===== config.mk =====
export PLATFORM = sky130hd
export DESIGN_NAME = corr_sequencer
export DESIGN_NICKNAME = d
export VERILOG_FILES = /design/src/rtl/corr_pkg.sv /design/src/rtl/corr_window_buf.sv /design/src/rtl/corr_sequencer.sv
export SDC_FILE = /design/constraint.sdc
export NUM_CORES = 1
export LEC_CHECK = 0
export ABC_AREA = 0
export CAP_MARGIN = 5
export CORE_AREA = 2 2 100 102
export CTS_CLUSTER_SIZE = 10
export DETAILED_ROUTE_END_ITERATION = 10
export DIE_AREA = 0 0 102 104
export DONT_BUFFER_PORTS = 1
export PLACE_DENSITY = 0.78
export SLEW_MARGIN = 10
export SYNTH_ARGS = -nofsm -noshare
export SYNTH_HDL_FRONTEND = slang
export SYNTH_SLANG_ARGS = --single-unit

===== constraint.sdc =====
create_clock -name clk -period 4.51 [get_ports clk]
set_input_delay 0.902 -clock clk [delete_from_list [all_inputs] [get_ports clk]]
set_output_delay 0.902 -clock clk [all_outputs]
set_load 0.03 [all_outputs]

===== src/rtl/corr_pkg.sv =====
// Shared types, defaults and width helpers for the correlation sequencer.
package corr_pkg;

    localparam int unsigned N_DEF     = 32;
    localparam int unsigned LAGS_DEF  = 32;
    localparam int unsigned DECIM_DEF = 1;

    typedef enum logic [1:0] {
        ST_IDLE,
        ST_CAPTURE,
        ST_CORR,
        ST_REPORT
    } state_e;

    function automatic int unsigned peak_w(input int unsigned n);
        return $clog2(n + 1);
    endfunction

    function automatic int unsigned lag_w(input int unsigned n);
        return $clog2(n);
    endfunction

endpackage


===== src/rtl/corr_window_buf.sv =====
// Decimated sample strobe and N-bit capture window; first sample lands in w[0].
module corr_window_buf
    import corr_pkg::*;
#(
    parameter int unsigned N     = N_DEF,
    parameter int unsigned DECIM = DECIM_DEF
) (
    input  logic         clk,
    input  logic         rst,
    input  logic         clr,
    input  logic         en,
    input  logic         sig,
    output logic [N-1:0] w,
    output logic         full
);
    localparam int unsigned IW = lag_w(N);
    localparam int unsigned DW = (DECIM > 1) ? $clog2(DECIM) : 1;

    logic [DW-1:0] dec_q;
    logic [IW-1:0] idx_q;
    logic [N-1:0]  w_q;
    logic          dec_zero;
    logic          dec_wrap;

    assign dec_zero = (dec_q == '0);
    assign dec_wrap = (dec_q == DW'(DECIM - 1));
    // Window completes only once the last strobe period has elapsed, so capture spans N*DECIM cycles.
    assign full     = en && dec_wrap && (idx_q == IW'(N - 1));
    assign w        = w_q;

    always_ff @(posedge clk) begin
        if (rst || clr) begin
            dec_q <= '0;
            idx_q <= '0;
            w_q   <= '0;
        end else if (en) begin
            if (dec_zero) begin
                w_q[idx_q] <= sig;
            end
            if (dec_wrap) begin
                dec_q <= '0;
                idx_q <= idx_q + 1'b1;
            end else begin
                dec_q <= dec_q + 1'b1;
            end
        end
    end

endmodule


===== src/rtl/corr_sequencer.sv =====
// Time-shared 1-bit correlator: capture a window, score LAGS circular lags, report best.
module corr_sequencer
    import corr_pkg::*;
#(
    parameter int unsigned N     = N_DEF,
    parameter int unsigned LAGS  = LAGS_DEF,
    parameter int unsigned DECIM = DECIM_DEF
) (
    input  logic                 clk,
    input  logic                 rst,
    input  logic                 sig,
    input  logic                 start,
    input  logic                 auto,
    input  logic [N-1:0]         ref_code,
    output logic                 busy,
    output logic                 res_valid,
    input  logic                 res_ready,
    output logic [peak_w(N)-1:0] res_peak,
    output logic [lag_w(N)-1:0]  res_lag
);
    localparam int unsigned PW = peak_w(N);
    localparam int unsigned IW = lag_w(N);

    state_e        state_q, state_d;
    logic [N-1:0]  ref_q, ref_d;
    logic [IW-1:0] i_q, i_d, k_q, k_d, lag_q, lag_d;
    logic [PW-1:0] acc_q, acc_d, peak_q, peak_d;

    logic [N-1:0]  win;
    logic          win_full;
    logic          arm, rearm;
    logic [IW-1:0] ref_idx;
    logic          match;
    logic [PW-1:0] score;

    assign arm   = (state_q == ST_IDLE) && (start || auto);
    assign rearm = (state_q == ST_REPORT) && res_ready && auto;

    corr_window_buf #(
        .N     (N),
        .DECIM (DECIM)
    ) u_win (
        .clk  (clk),
        .rst  (rst),
        .clr  (arm || rearm),
        .en   (state_q == ST_CAPTURE),
        .sig  (sig),
        .w    (win),
        .full (win_full)
    );

    // N is a power of two, so wrap-around of the index width is the circular shift.
    assign ref_idx = i_q + k_q;
    assign match   = (win[i_q] == ref_q[ref_idx]);
    assign score   = acc_q + PW'(match);

    always_comb begin
        state_d = state_q;
        ref_d   = ref_q;
        i_d     = i_q;
        k_d     = k_q;
        acc_d   = acc_q;
        peak_d  = peak_q;
        lag_d   = lag_q;
        case (state_q)
            ST_IDLE: begin
                if (arm) begin
                    state_d = ST_CAPTURE;
                    ref_d   = ref_code;
                    peak_d  = '0;
                    lag_d   = '0;
                end
            end
            ST_CAPTURE: begin
                if (win_full) begin
                    state_d = ST_CORR;
                    i_d     = '0;
                    k_d     = '0;
                    acc_d   = '0;
                end
            end
            ST_CORR: begin
                i_d = i_q + 1'b1;
                if (i_q == IW'(N - 1)) begin
                    acc_d = '0;
                    k_d   = k_q + 1'b1;
                    if ((score > peak_q) || (k_q == '0)) begin
                        peak_d = score;
                        lag_d  = k_q;
                    end
                    if (k_q == IW'(LAGS - 1)) begin
                        state_d = ST_REPORT;
                    end
                end else begin
                    acc_d = score;
                end
            end
            ST_REPORT: begin
                if (res_ready) begin
                    if (auto) begin
                        state_d = ST_CAPTURE;
                        peak_d  = '0;
                        lag_d   = '0;
                    end else begin
                        state_d = ST_IDLE;
                    end
                end
            end
            default: state_d = ST_IDLE;
        endcase
    end

    always_ff @(posedge clk) begin
        if (rst) begin
            state_q <= ST_IDLE;
            ref_q   <= '0;
            i_q     <= '0;
            k_q     <= '0;
            acc_q   <= '0;
            peak_q  <= '0;
            lag_q   <= '0;
        end else begin
            state_q <= state_d;
            ref_q   <= ref_d;
            i_q     <= i_d;
            k_q     <= k_d;
            acc_q   <= acc_d;
            peak_q  <= peak_d;
            lag_q   <= lag_d;
        end
    end

    assign busy      = (state_q != ST_IDLE);
    assign res_valid = (state_q == ST_REPORT);
    assign res_peak  = peak_q;
    assign res_lag   = lag_q;

endmodule


Yosys cells after proc, flatten, opt, wreduce, memory -nomap -nowiden
Index checks and enable logic that the tools add are counted.
- bits in registers: 99
- input bits: 38
- word-level logic and storage cells: 91
- $add $sub $neg: 6
- $lt $le $gt $ge: 5
- equality and inequality tests: 14
- mux-type cells: 34
- bitwise operators: 1
- reduce and logical (&&, ||, !) cells: 21
- operator list (cell ; count):
    $mux 6 ; 7
    $mux 5 ; 7
    $bwmux 32 ; 1
    $pmux 5 s2 ; 2
    $lt 5x6->1 const B ; 3
    $pmux 6 s3 ; 1
    $add 5x1->5 const B ; 3
    $eq 5x5->1 const B ; 3
    $pmux 5 s3 ; 1
    $ne 2x2->1 const B ; 6
    $pmux 6 s2 ; 1
    $bmux 1 s5 ; 2
    $mux 2 ; 5
    $pmux 2 s4 ; 1
    $add 6x1->6 ; 1
    $gt 6x6->1 ; 1
    $logic_and 1x1->1 ; 6
    $reduce_and 2->1 ; 3
    $reduce_and 6->1 ; 1
    $add 5x5->5 ; 1
    $demux 1 s5 ; 1
    $ge 5x1->1 const B ; 1
    $logic_not 5->1 ; 1
    $mux 1 ; 5
    12 further kinds ; 17

Longest topological paths before layout
Gate-level depths: netlist (run 1).
- depth in word-level cells: 10
- depth in mapped cells: 21
- mapped depth without buffers: 20

Cells and area by module
A second synthesis (run 1) with hierarchy kept.
- cell total of the unflattened synthesis: 557
- area, all modules: 4998.5 um2
- modules (own cells, without submodules) (module ; instances ; cells an instance ; area an instance (um2)):
    corr_sequencer ; 1 ; 375 ; 3323.2
    corr_window_buf ; 1 ; 182 ; 1675.4

Worst setup path after synthesis (run 1)
Ideal clock, no wire load.
- path type: flip-flop to flip-flop
- from: register i_q[1]
- to: register peak_q[1], in the netlist res_peak[1]
- library setup time: 65 ps
- arrival: 4912 ps
- data required time: 4445 ps
- setup slack: -467 ps
- cell stages (with the launch flop): 21
- buffers on the path: 3
- cell sequence: dfxtp_1 -> clkbuf_1 -> inv_1 -> fa_1 -> clkbuf_1 -> mux4_2 -> mux2i_1 -> mux4_2 -> xnor2_1 -> ha_1 -> ha_1 -> nand3_1 -> xnor2_1 -> ha_1 -> and4_1 -> o21ai_0 -> a32oi_1 -> o311ai_0 -> buf_2 -> mux2_2 -> nor2_1
- word-level cells in the longest chain between the ends: 9
- ends and longest elaborated chain (what ; RTL line ; RTL):
    start, declared ; corr_sequencer.sv:26 ; logic [IW-1:0] i_q, i_d, k_q, k_d, lag_q, lag_d;
    start signal, assigned ; corr_sequencer.sv:125 ; i_q <= i_d;
    $add 5x5->5 ; corr_sequencer.sv:53 ; assign ref_idx = i_q + k_q;
    $bmux 1 s5 ; corr_sequencer.sv:54 ; assign match = (win[i_q] == ref_q[ref_idx]);
    $mux 1 (implied by the code) ; corr_sequencer.sv:54 ;
    $eq 1x1->1 ; corr_sequencer.sv:54 ;
    $add 6x1->6 ; corr_sequencer.sv:55 ; assign score = acc_q + PW'(match);
    $gt 6x6->1 ; corr_sequencer.sv:87 ; if ((score > peak_q) || (k_q == '0)) begin
    $logic_or 1x1->1 ; corr_sequencer.sv:87 ;
    $ne 2x2->1 (no line) ; - ;
    $reduce_and 6->1 (no line) ; - ;
    end signal, assigned ; corr_sequencer.sv:128 ; peak_q <= peak_d;
    end, declared ; corr_sequencer.sv:27 ; logic [PW-1:0] acc_q, acc_d, peak_q, peak_d;
Several ways; a longest one is shown, not always the timed one. The select of a mux whose other input is x is not followed.
A chain may end at the register's enable or synchronous reset.

Final worst setup path (run 1)
- from: register i_q[0]
- to: register lag_q[3], in the netlist res_lag[3]
- word-level cells in the longest chain between the ends: 9
- ends and longest elaborated chain (what ; RTL line ; RTL):
    $add 5x5->5 ; corr_sequencer.sv:53 ;
    $bmux 1 s5 ; corr_sequencer.sv:54 ;
    $mux 1 (implied by the code) ; corr_sequencer.sv:54 ;
    $eq 1x1->1 ; corr_sequencer.sv:54 ;
    $add 6x1->6 ; corr_sequencer.sv:55 ;
    $gt 6x6->1 ; corr_sequencer.sv:87 ;
    $logic_or 1x1->1 ; corr_sequencer.sv:87 ;
    $ne 2x2->1 (no line) ; - ;
    $reduce_and 6->1 (no line) * ; - ;
    end signal, assigned ; corr_sequencer.sv:129 ; lag_q <= lag_d;
    end, declared ; corr_sequencer.sv:26 ;
Mark *: on every way between the ends. The rest lies on a longest branch, timed or not. The select of a mux whose other input is x is not followed.

==> impl_metrics.json, run 1 <==
{
  "status": "completed",
  "syn_inst": 589,
  "drv_cap": 0,
  "synth-edff-count": 0,
  "hp-class": "flop to flop",
  "syn_avg_cell_area_um2": 8.37,
  "vias": 4077,
  "grt_pass1_vias": 3982,
  "cp_max_fo": 7,
  "io_buffers": 0,
  "drive_gt1_share_pct": 14.8,
  "critical_path_arrival_ns": 4.76,
  "yosysTopAreaCell": "dfxtp_1",
  "firstDrtPassIters": 5,
  "dp_cells": 700,
  "io_pins": 51,
  "start_util_pct": 51.6,
  "dr.first_iter.drc_count": 208,
  "peakVddDrop_uv": 249,
  "reg2regPathDepth": 21,
  "path_class": "flop to flop",
  "async_flop_share_pct": 0,
  "slew_headroom_pct": 52.2,
  "drc": 0,
  "cts_sinks": 98,
  "wire_per_inst_um": 15.4,
  "synth_flop_cell": "dfxtp_1",
  "core_area_mm2": 0.00955,
  "die_w_um": 102,
  "die-area_mm2": 0.0106,
  "clock_skew_ns": 0.0138,
  "antenna_cells": 0,
  "synth_top_area_share_pct": 39.8,
  "grt_pass1_wl_um": 18500,
  "powerDensity_mw_per_mm2": 435,
  "rsz0062_at_grt": "yes",
  "clockBufferDepth": 2,
  "fmax_mhz": 223,
  "synth_common_cells": "nand2_1, dfxtp_1, a21oi_1",
  "hpwl_um": 7560,
  "area_growth_pct": 9.97,
  "hold_viol": 0,
  "syn_nets": 654,
  "drv_slew": 0,
  "synth_cell_types": 42,
  "grt_max_degree": 61,
  "gp_congestion": 0.850,
  "worst_pin_slew_ns": 0.717,
  "cts_buffers": 9,
  "htreeDepth": 3,
  "hold_depth": 2,
  "root_buffer": "clkbuf_8",
  "yosysWarnings": 0,
  "rows": 36,
  "p_leak_nw": 2.01,
  "cts_tree": "built",
  "fin_crit_sh_pct": 99.4,
  "grt_remaining_overflow": 0,
  "critPathMaxStageDelay_ns": 0.55,
  "die-height_um": 104,
  "cp_cell_sequence": "ha_4, inv_2, fa_2, buf_6, mux4_2, mux2i_1, mux4_2, xnor2_2, ha_2, nand3_2, nor2_2, xor2_1, ha_1, and4_1, o21ai_1, a32oi_1, o311ai_2, buf_4, buf_12, mux2i_1, nor2_1",
  "layout_setup_ws_ns": 0.0266,
  "dp_slack_ns": -0.123,
  "wl_um": 11100,
  "synth-seq-cells": 98,
  "synth.cell_area_mm2": 0.00493,
  "clk_latency_ns": 0.38,
  "critPathLaunchType": "flop",
  "cp.required_ns": 4.79,
  "setup-violations-final": 0,
  "fin_nets": 646,
  "clkTransAtPathRegs_ns": 0.10,
  "fin_crit_ns": 4.48,
  "end_kind": "flop",
  "viasPerCell": 5.67,
  "synth.most_common_cell": "nand2_1",
  "drtAntennaViolNets": 0,
  "cp_slowest_cell": "fa_2",
  "ys_seq_area_share_pct": 39.8,
  "stdcell_count": 719,
  "grt_antenna_before_repair": 0,
  "synth_area_leaders": "dfxtp_1, nand2_1, mux4_2",
  "grtUsageTotal_pct": 21.8
}
## cells in the final DEF (no fill, tap or decap), types with 5 or more instances in the layout
| master | n |
|---|---|
| nand3_1 | 8 |
| mux2i_1 | 14 |
| dfxtp_1 | 96 |
| mux2_2 | 5 |
| inv_1 | 17 |
| clkbuf_8 | 10 |
| nand2_1 | 117 |
| nor2_1 | 64 |
| a21oi_1 | 75 |
| buf_4 | 15 |
| ha_1 | 23 |
| and2_1 | 5 |
| mux4_2 | 19 |
| o21ai_0 | 35 |
| xor2_1 | 9 |
## final cells by class
| type | count | area, µm² |
|---|---|---|
| Clock buffer | 10 | 138 |
| Multi-Input combinational cell | 433 | 2860 |
| Fill cell | 856 | 4130 |
| Tap cell | 133 | 166 |
| Inverter | 20 | 75.1 |
| Timing Repair Buffer | 19 | 175 |
| Sequential cell | 98 | 1960 |
| Clock inverter | 6 | 45.0 |
## final timing paths
path                            slack [ns]  startpoint          to
worst min register to register        0.46    ref_q[4]    ref_q[4]
worst max register to register        0.03      i_q[0]  res_lag[3]
worst max-delay path                  0.03      i_q[0]  res_lag[3]
worst min-delay path                  0.46    ref_q[4]    ref_q[4]
## flip-flops by register name, indices dropped and copies added (netlist names)
register and flops:
u_win.idx_q 5, i_q 5, u_win.w 32, k_q 5, res_peak 6, state_q 2, acc_q 6, ref_q 32
res_lag 5
## per-stage QoR
step	setup TNS [ns]	instance area (µm²)	utilization, %	power (mW)	hold slack [ns]
finish	0	5420	56.8	2.36	0.457
global route	-1.43	5420	56.8	2.50	0.480
CTS	0	5350	56.0	2.36	0.454
detailed placement	-0.954	5120	53.6	1.81	0.440
global placement	0	5120	53.6	1.77	0.441
floorplan	0	4960	-	1.59	0.433
## layer usage
| metal | routed length (µm) | GRT usage [%] |
|---|---|---|
| met3 | 475 | 5.04 |
| met4 | 168 | 7.90 |
| met5 | 0 | 0 |
| met2 | 5850 | 37.8 |
| met1 | 4570 | 25.9 |
## kinds of logic after synthesis
family / after synthesis / synth area share (%)
flip-flops: 98 / 39.8
XOR/XNOR: 15 / 2.66
multiplexers: 39 / 12.9
AO/OA/AOI/OAI: 132 / 14.5
adder cells (fa/ha/maj): 27 / 7.00
buffers and inverters: 58 / 4.57
AND/OR/NAND/NOR: 220 / 18.6
## critical path: cells and delay by family, from the launching register on
family | cells | cell delay, ns
AND/OR/NAND/NOR | 4 | 0.52
flip-flops | 1 | 0.37
adder cells (fa/ha/maj) | 4 | 1.22
buffers and inverters | 4 | 0.49
AO/OA/AOI/OAI | 3 | 0.43
XOR/XNOR | 2 | 0.37
multiplexers | 4 | 0.99
## power by group
group / leakage, nW / internal (mW) / switching, mW / total, mW
Combinational: 1.12 / 0.326 / 0.490 / 0.816
Clock: 0.0978 / 0.222 / 0.322 / 0.543
Sequential: 0.797 / 0.944 / 0.0530 / 0.997
Total: 2.01 / 1.49 / 0.865 / 2.36
## what timing repair did
item | in CTS | in global routing
resized for setup | 8 | 15
setup buffers | 3 | 0
endpoints found under the setup margin | 11 | 11
hold buffers | 0 | 0
cloned | 0 | 0
pin swaps | 6 | 2
(Power assumes the default switching activity.)
==> inputs of run 2 (changes only) <==
Settings changed: CTS_CLUSTER_DIAMETER from default to 120, PLACE_DENSITY 0.78 to 0.75.
Clock period 4.51 ns to 4.9 ns, I/O delays scaled along.
==> run 2 against run 1 <==
- die area is the same
- core utilization down 1.2 points
- critical path depth down 2
- global-route usage fell by 0.61 points
- clock skew increased by 0.0068 ns
- first-iteration DRC count decreased by 32%
- total power decreased by 6.9%
- sequential cell count did not move
- fmax fell by 5.4%
- setup slack improved by 0.14 ns
- final cell count is 1.1% lower
- via count fell by 1.7%
- critical path type unchanged
==> impl_metrics.json, run 2 (synthesis results as in run 1) <==
{
  "area_growth_pct": 7.64,
  "antenna_cells": 0,
  "r2r-end": "res_peak[5]",
  "switching_power_mw": 0.787,
  "drv_slew": 0,
  "critPathCapture": "res_peak[5]",
  "combPwrFrac_pct": 33.7,
  "gp_congestion": 0.827,
  "fin_nets": 639,
  "status": "completed",
  "final_cell_area_mm2": 0.00531,
  "fin_crit_sh_pct": 96.7,
  "worst_hold_slack_ns": 0.455,
  "r2r_slack_ns": 0.16,
  "die_w_um": 102,
  "power.share.clock_pct": 24.4,
  "firstDrtPassIters": 4,
  "utilization_pct": 55.6,
  "critical_path_arrival_ns": 5.05,
  "clkTransAtPathRegs_ns": 0.10,
  "drv_cap": 0,
  "drtAntennaViolNets": 0,
  "powerDensity_mw_per_mm2": 414,
  "wire_per_inst_um": 15.2,
  "p_leak_nw": 1.95,
  "grt_pass1_vias": 3884,
  "path_class": "flop to flop",
  "clk_latency_ns": 0.38,
  "worst_pin_slew_ns": 0.695,
  "rows": 36,
  "dpl-instance-area_mm2": 0.00501,
  "drive_gt1_share_pct": 11.6,
  "critPathLaunchType": "flop",
  "final_common_cell": "nand2_1",
  "layout_setup_ws_ns": 0.162,
  "rr_startpoint": "k_q[0]",
  "end_kind": "flop",
  "reg2regPathDepth": 19,
  "cts_tree": "built",
  "slew_headroom_pct": 53.6,
  "grt_pass1_wl_um": 17900,
  "final_cell_mix": "nand2_1, dfxtp_1, a21oi_1, nor2_1, o21ai_0",
  "io_buffers": 0,
  "cp.required_ns": 5.21,
  "cts_buffers": 9,
  "clock_skew_ns": 0.0206,
  "die-area_mm2": 0.0106,
  "die-height_um": 104,
  "cts_sinks": 98,
  "io_pins": 51,
  "grt_remaining_overflow": 0,
  "sw_frac_of_total_pct": 35.9,
  "htreeDepth": 3,
  "hpwl_um": 7450,
  "intPower_mw": 1.41,
  "grt_max_degree": 61,
  "cp_max_fo": 8,
  "wl_um": 10800,
  "seqPwrFrac_pct": 41.8,
  "root_buffer": "clkbuf_8",
  "fmax_mhz": 211,
  "start_util_pct": 51.6,
  "fin_crit_ns": 4.74,
  "drc": 0,
  "dp_slack_ns": 0.0742,
  "setup-violations-final": 0,
  "viasPerCell": 5.63,
  "peakVddDrop_uv": 181,
  "vias": 4006,
  "crit_path_start": "k_q[0]",
  "core_area_mm2": 0.00955,
  "clockBufferDepth": 2,
  "grt_antenna_before_repair": 0,
  "dr.first_iter.drc_count": 142,
  "hp-class": "flop to flop",
  "hold_viol": 0,
  "hold_buffers": 0,
  "grtUsageTotal_pct": 21.2
}
-- run 2: cell count changes in the layout (fill, tap and decap cells not counted), sizes merged --
cell and delta:
inv -3, buf -7, clkinvlp +2, clkinv -1
bufinv +1
-- run 2: timing repair --
item / 4_1_cts / 5_1_grt
buffers inserted: 0 / 6
resized for setup: 0 / 11
setup endpoints to repair: 0 / 11
-- run 2: worst min-delay path by stage --
| stage | endpoint | cells past startpoint | from |
|---|---|---|---|
| after floorplan | ref_q[0] | 2 | ref_q[0] |
| after global placement | acc_q[0] | 2 | acc_q[0] |
| after detailed placement | acc_q[0] | 2 | acc_q[0] |
| after CTS | acc_q[0] | 2 | acc_q[0] |
| after global routing | acc_q[0] | 2 | acc_q[0] |
| final | acc_q[0] | 2 | acc_q[0] |
-- run 2: layout make-up --
class	count	area, µm²
Clock buffer	10	138
Clock inverter	5	62.6
Fill cell	875	4240
Inverter	20	75.1
Multi-Input combinational cell	433	2810
Sequential cell	98	1970
Tap cell	133	166
Timing Repair Buffer	12	90.1
-- run 2: through the flow --
stage	setup TNS, ns	total power, mW	instances
6_report	0	2.20	711
3_5_place_dp	0	1.63	690
4_1_cts	0	2.16	705
5_1_grt	-0.557	2.32	711
3_3_place_gp	0	1.59	690
2_1_floorplan	0	1.46	589
-- run 2: worst max-delay path, cell delays in order, from the launching register on --
cell and delay (ns):
dfxtp_4 0.37, ha_1 0.16, inv_1 0.07, fa_2 0.69, mux4_2 0.23, mux2i_1 0.07, mux4_2 0.52, xnor2_2 0.17
ha_2 0.23, nand3_2 0.11, nor2_2 0.14, xor2_1 0.23, ha_1 0.29, and4_1 0.22, o21ai_0 0.07, a32oi_1 0.13
o311ai_2 0.34, buf_4 0.20, mux2_2 0.33, nor2_1 0.09
-- run 2: routing by layer --
layer	GRT usage (%)	vias to the layer above	wire length, µm
li1	-	1983	-
met1	25.1	1911	4380
met2	36.9	97	5690
met3	5.58	15	599
met4	6.67	0	167
met5	0	-	0
-- run 2: power groups by stage --
| stage | clock network [mW] | registers [mW] | logic [mW] |
|---|---|---|---|
| CTS | 0.550 | 0.919 | 0.690 |
| global route | 0.578 | 0.928 | 0.812 |
| global placement | 0 | 0.935 | 0.659 |
| floorplan | 0 | 0.920 | 0.540 |
| detailed placement | 0 | 0.938 | 0.688 |
| finish | 0.536 | 0.918 | 0.741 |
==> inputs of run 3 (changes only) <==
Settings changed: ABC_AREA 0 to 1, CORE_AREA 2 2 100 102 to 5 5 106 108, DIE_AREA 0 0 102 104 to 0 0 111 113, RECOVER_POWER from default to 50.
==> run 3 against run 2 <==
- clock power is essentially flat
- die area grew 18%
- core utilization shrank 2.1 points
- clock skew shrank 0.0091 ns
- first-iteration DRC count grew 98%
- sequential share of layout area shrank 0.85 points
- critical endpoint is now res_peak[0]
- non-clock buffer count shrank 9
- register-to-register slack gained 0.37 ns
- via count grew 20%
- sequential power grew 25%
- final area grew 2.1%
- total power grew 37%
- largest power group is now combinational cells
==> impl_metrics.json, run 3 <==
{
  "grt_antenna_before_repair": 0,
  "seqPwrFrac_pct": 38.3,
  "cts_sinks": 98,
  "switching_power_mw": 1.40,
  "layout_setup_ws_ns": 0.534,
  "htreeDepth": 3,
  "combPwrFrac_pct": 43.8,
  "rsz0062_at_grt": "no",
  "clkTransAtPathRegs_ns": 0.10,
  "cp_top_family": "adder cells",
  "worst_hold_slack_ns": 0.468,
  "dr.first_iter.drc_count": 281,
  "dpl-instance-area_mm2": 0.00523,
  "fin_crit_sh_pct": 89.1,
  "setup-violations-final": 0,
  "async_flop_share_pct": 0,
  "syn_inst": 765,
  "path_common_cell": "nand2_1",
  "final_common_cell": "nand2_1",
  "fin_crit_ns": 4.37,
  "clk_latency_ns": 0.37,
  "power.share.clock_pct": 17.9,
  "wl_um": 12500,
  "drive_gt1_share_pct": 5.44,
  "critPathMaxStageDelay_ns": 0.68,
  "core_area_mm2": 0.0101,
  "cp_slowest_cell": "fa_1",
  "setup_tns_ns": 0,
  "hpwl_um": 8820,
  "grt_remaining_overflow": 0,
  "vias": 4827,
  "fmax_mhz": 229,
  "intPower_mw": 1.60,
  "root_buffer": "clkbuf_8",
  "synth_cell_types": 37,
  "multiInputGateArea_mm2": 0.00279,
  "firstDrtPassIters": 5,
  "status": "completed",
  "cp.required_ns": 5.17,
  "utilization_pct": 53.5,
  "grt_pass1_vias": 4470,
  "critPathLaunchType": "flop",
  "cts_tree": "built",
  "clockBufferDepth": 2,
  "rows": 37,
  "syn_nets": 830,
  "wire_per_inst_um": 14.0,
  "synth_flop_cell": "dfxtp_1",
  "drtAntennaViolNets": 0,
  "regArea_mm2": 0.00196,
  "yosysWarnings": 0,
  "worst_pin_slew_ns": 1.27,
  "peakVddDrop_uv": 314,
  "fill_cells": 989,
  "io_buffers": 0,
  "critical_path_arrival_ns": 4.64,
  "hold_viol": 0,
  "dp_slack_ns": 0.585,
  "gp_congestion": 0.928,
  "synth.cell_area_mm2": 0.00523,
  "crit_buf_inv": 4,
  "clock_skew_ns": 0.0115,
  "synth.most_common_cell": "nand2_1",
  "yosysTopAreaCell": "dfxtp_1",
  "synth-seq-cells": 98,
  "hp-class": "flop to flop",
  "drc": 0,
  "cp_max_fo": 14,
  "sw_frac_of_total_pct": 46.7,
  "synth-edff-count": 0,
  "hold_buffers": 0,
  "viasPerCell": 5.43,
  "final_cell_area_mm2": 0.00542,
  "synth_common_cells": "nand2_1, nor2_1, dfxtp_1",
  "end_kind": "flop",
  "synth_area_leaders": "dfxtp_1, nand2_1, nand3_1",
  "p_leak_nw": 2.19,
  "die_w_um": 111,
  "post_cts_resized": 0,
  "path_class": "flop to flop",
  "ys_seq_area_share_pct": 37.5,
  "slew_headroom_pct": 14.7,
  "fin_nets": 813,
  "syn_avg_cell_area_um2": 6.83,
  "synth_top_area_share_pct": 37.5,
  "grt_pass1_wl_um": 20700,
  "cts_setup_buffers": 0,
  "io_pins": 51,
  "grtUsageTotal_pct": 19.9,
  "grt_max_degree": 47,
  "powerDensity_mw_per_mm2": 554,
  "drv_slew": 0,
  "antenna_cells": 0,
  "drv_cap": 0,
  "die-area_mm2": 0.0125,
  "die-height_um": 113,
  "area_growth_pct": 3.73,
  "start_util_pct": 51.5,
  "cts_buffers": 9,
  "final_cell_mix": "nand2_1, nor2_1, dfxtp_1, nand3_1, o21ai_0"
}
[run 3: cell count changes after synthesis, sizes merged, moves of 5 or more]
cell / before / now
inv: 19 / 66
mux4: 19 / 0
nor2: 67 / 119
clkbuf: 31 / 11
xor2: 10 / 4
nand3: 10 / 95
mux2i: 15 / 0
mux2: 5 / 0
nand2: 118 / 173
a21oi: 77 / 57
and2: 5 / 0
o21ai: 38 / 68
buf: 7 / 20
nor3: 0 / 9
[run 3: logic make-up after synthesis]
kind of cell / count (synthesis) / share of synthesized area (%)
compound gates: 132 / 13.1
xor+xnor: 6 / 1.01
fa+ha+maj: 27 / 6.61
buf+inv: 102 / 8.98
flops: 98 / 37.5
simple gates: 400 / 32.7
[run 3: per-stage QoR]
| stage | cells | power [mW] |
|---|---|---|
| 2_1_floorplan | 765 | 2.31 |
| 3_3_place_gp | 873 | 2.44 |
| 3_5_place_dp | 873 | 2.49 |
| 4_1_cts | 889 | 3.03 |
| 5_1_grt | 889 | 3.26 |
| 6_report | 889 | 3.00 |
[run 3: layer usage]
metal	share of wire [%]	wire, µm	GRT usage [%]	vias up
met1	43	5320	23.7	2217
li1	-	-	-	2455
met3	6.8	845	5.45	11
met5	0	0	0	-
met2	49	6170	35.3	144
met4	1.1	134	5.75	0
[run 3: worst min-delay path: cells and delay by family (launching register included)]
| kind | cells | cell delay [ns] |
|---|---|---|
| flops | 1 | 0.32 |
| simple gates | 1 | 0.06 |
| compound gates | 1 | 0.05 |
[run 3: area by class of cell]
class / count / area share [%]
timing repair buffer: 3 / 0.277
multi-input combinational: 565 / 51.4
clock buffer: 10 / 2.54
clock inverter: 6 / 1.22
sequential: 98 / 36.2
inverter: 71 / 5.24
tap: 136 / 3.14
[run 3: worst paths after layout]
path,from,end,slack (ns),cells past startpoint
worst max-delay path,k_q[0],res_peak[0],0.53,29
worst min-delay path,u_win.w[1],u_win.w[1],0.47,2
worst max register to register,k_q[0],res_peak[0],0.53,29
worst min register to register,u_win.w[1],u_win.w[1],0.47,2
[run 3: power groups by stage]
stage               clock, mW  sequential, mW  combinational, mW
detailed placement          0            1.17               1.32
finish                  0.539            1.15               1.31
global placement            0            1.16               1.28
CTS                     0.550            1.15               1.33
global route            0.587            1.17               1.50
floorplan                   0            1.13               1.18
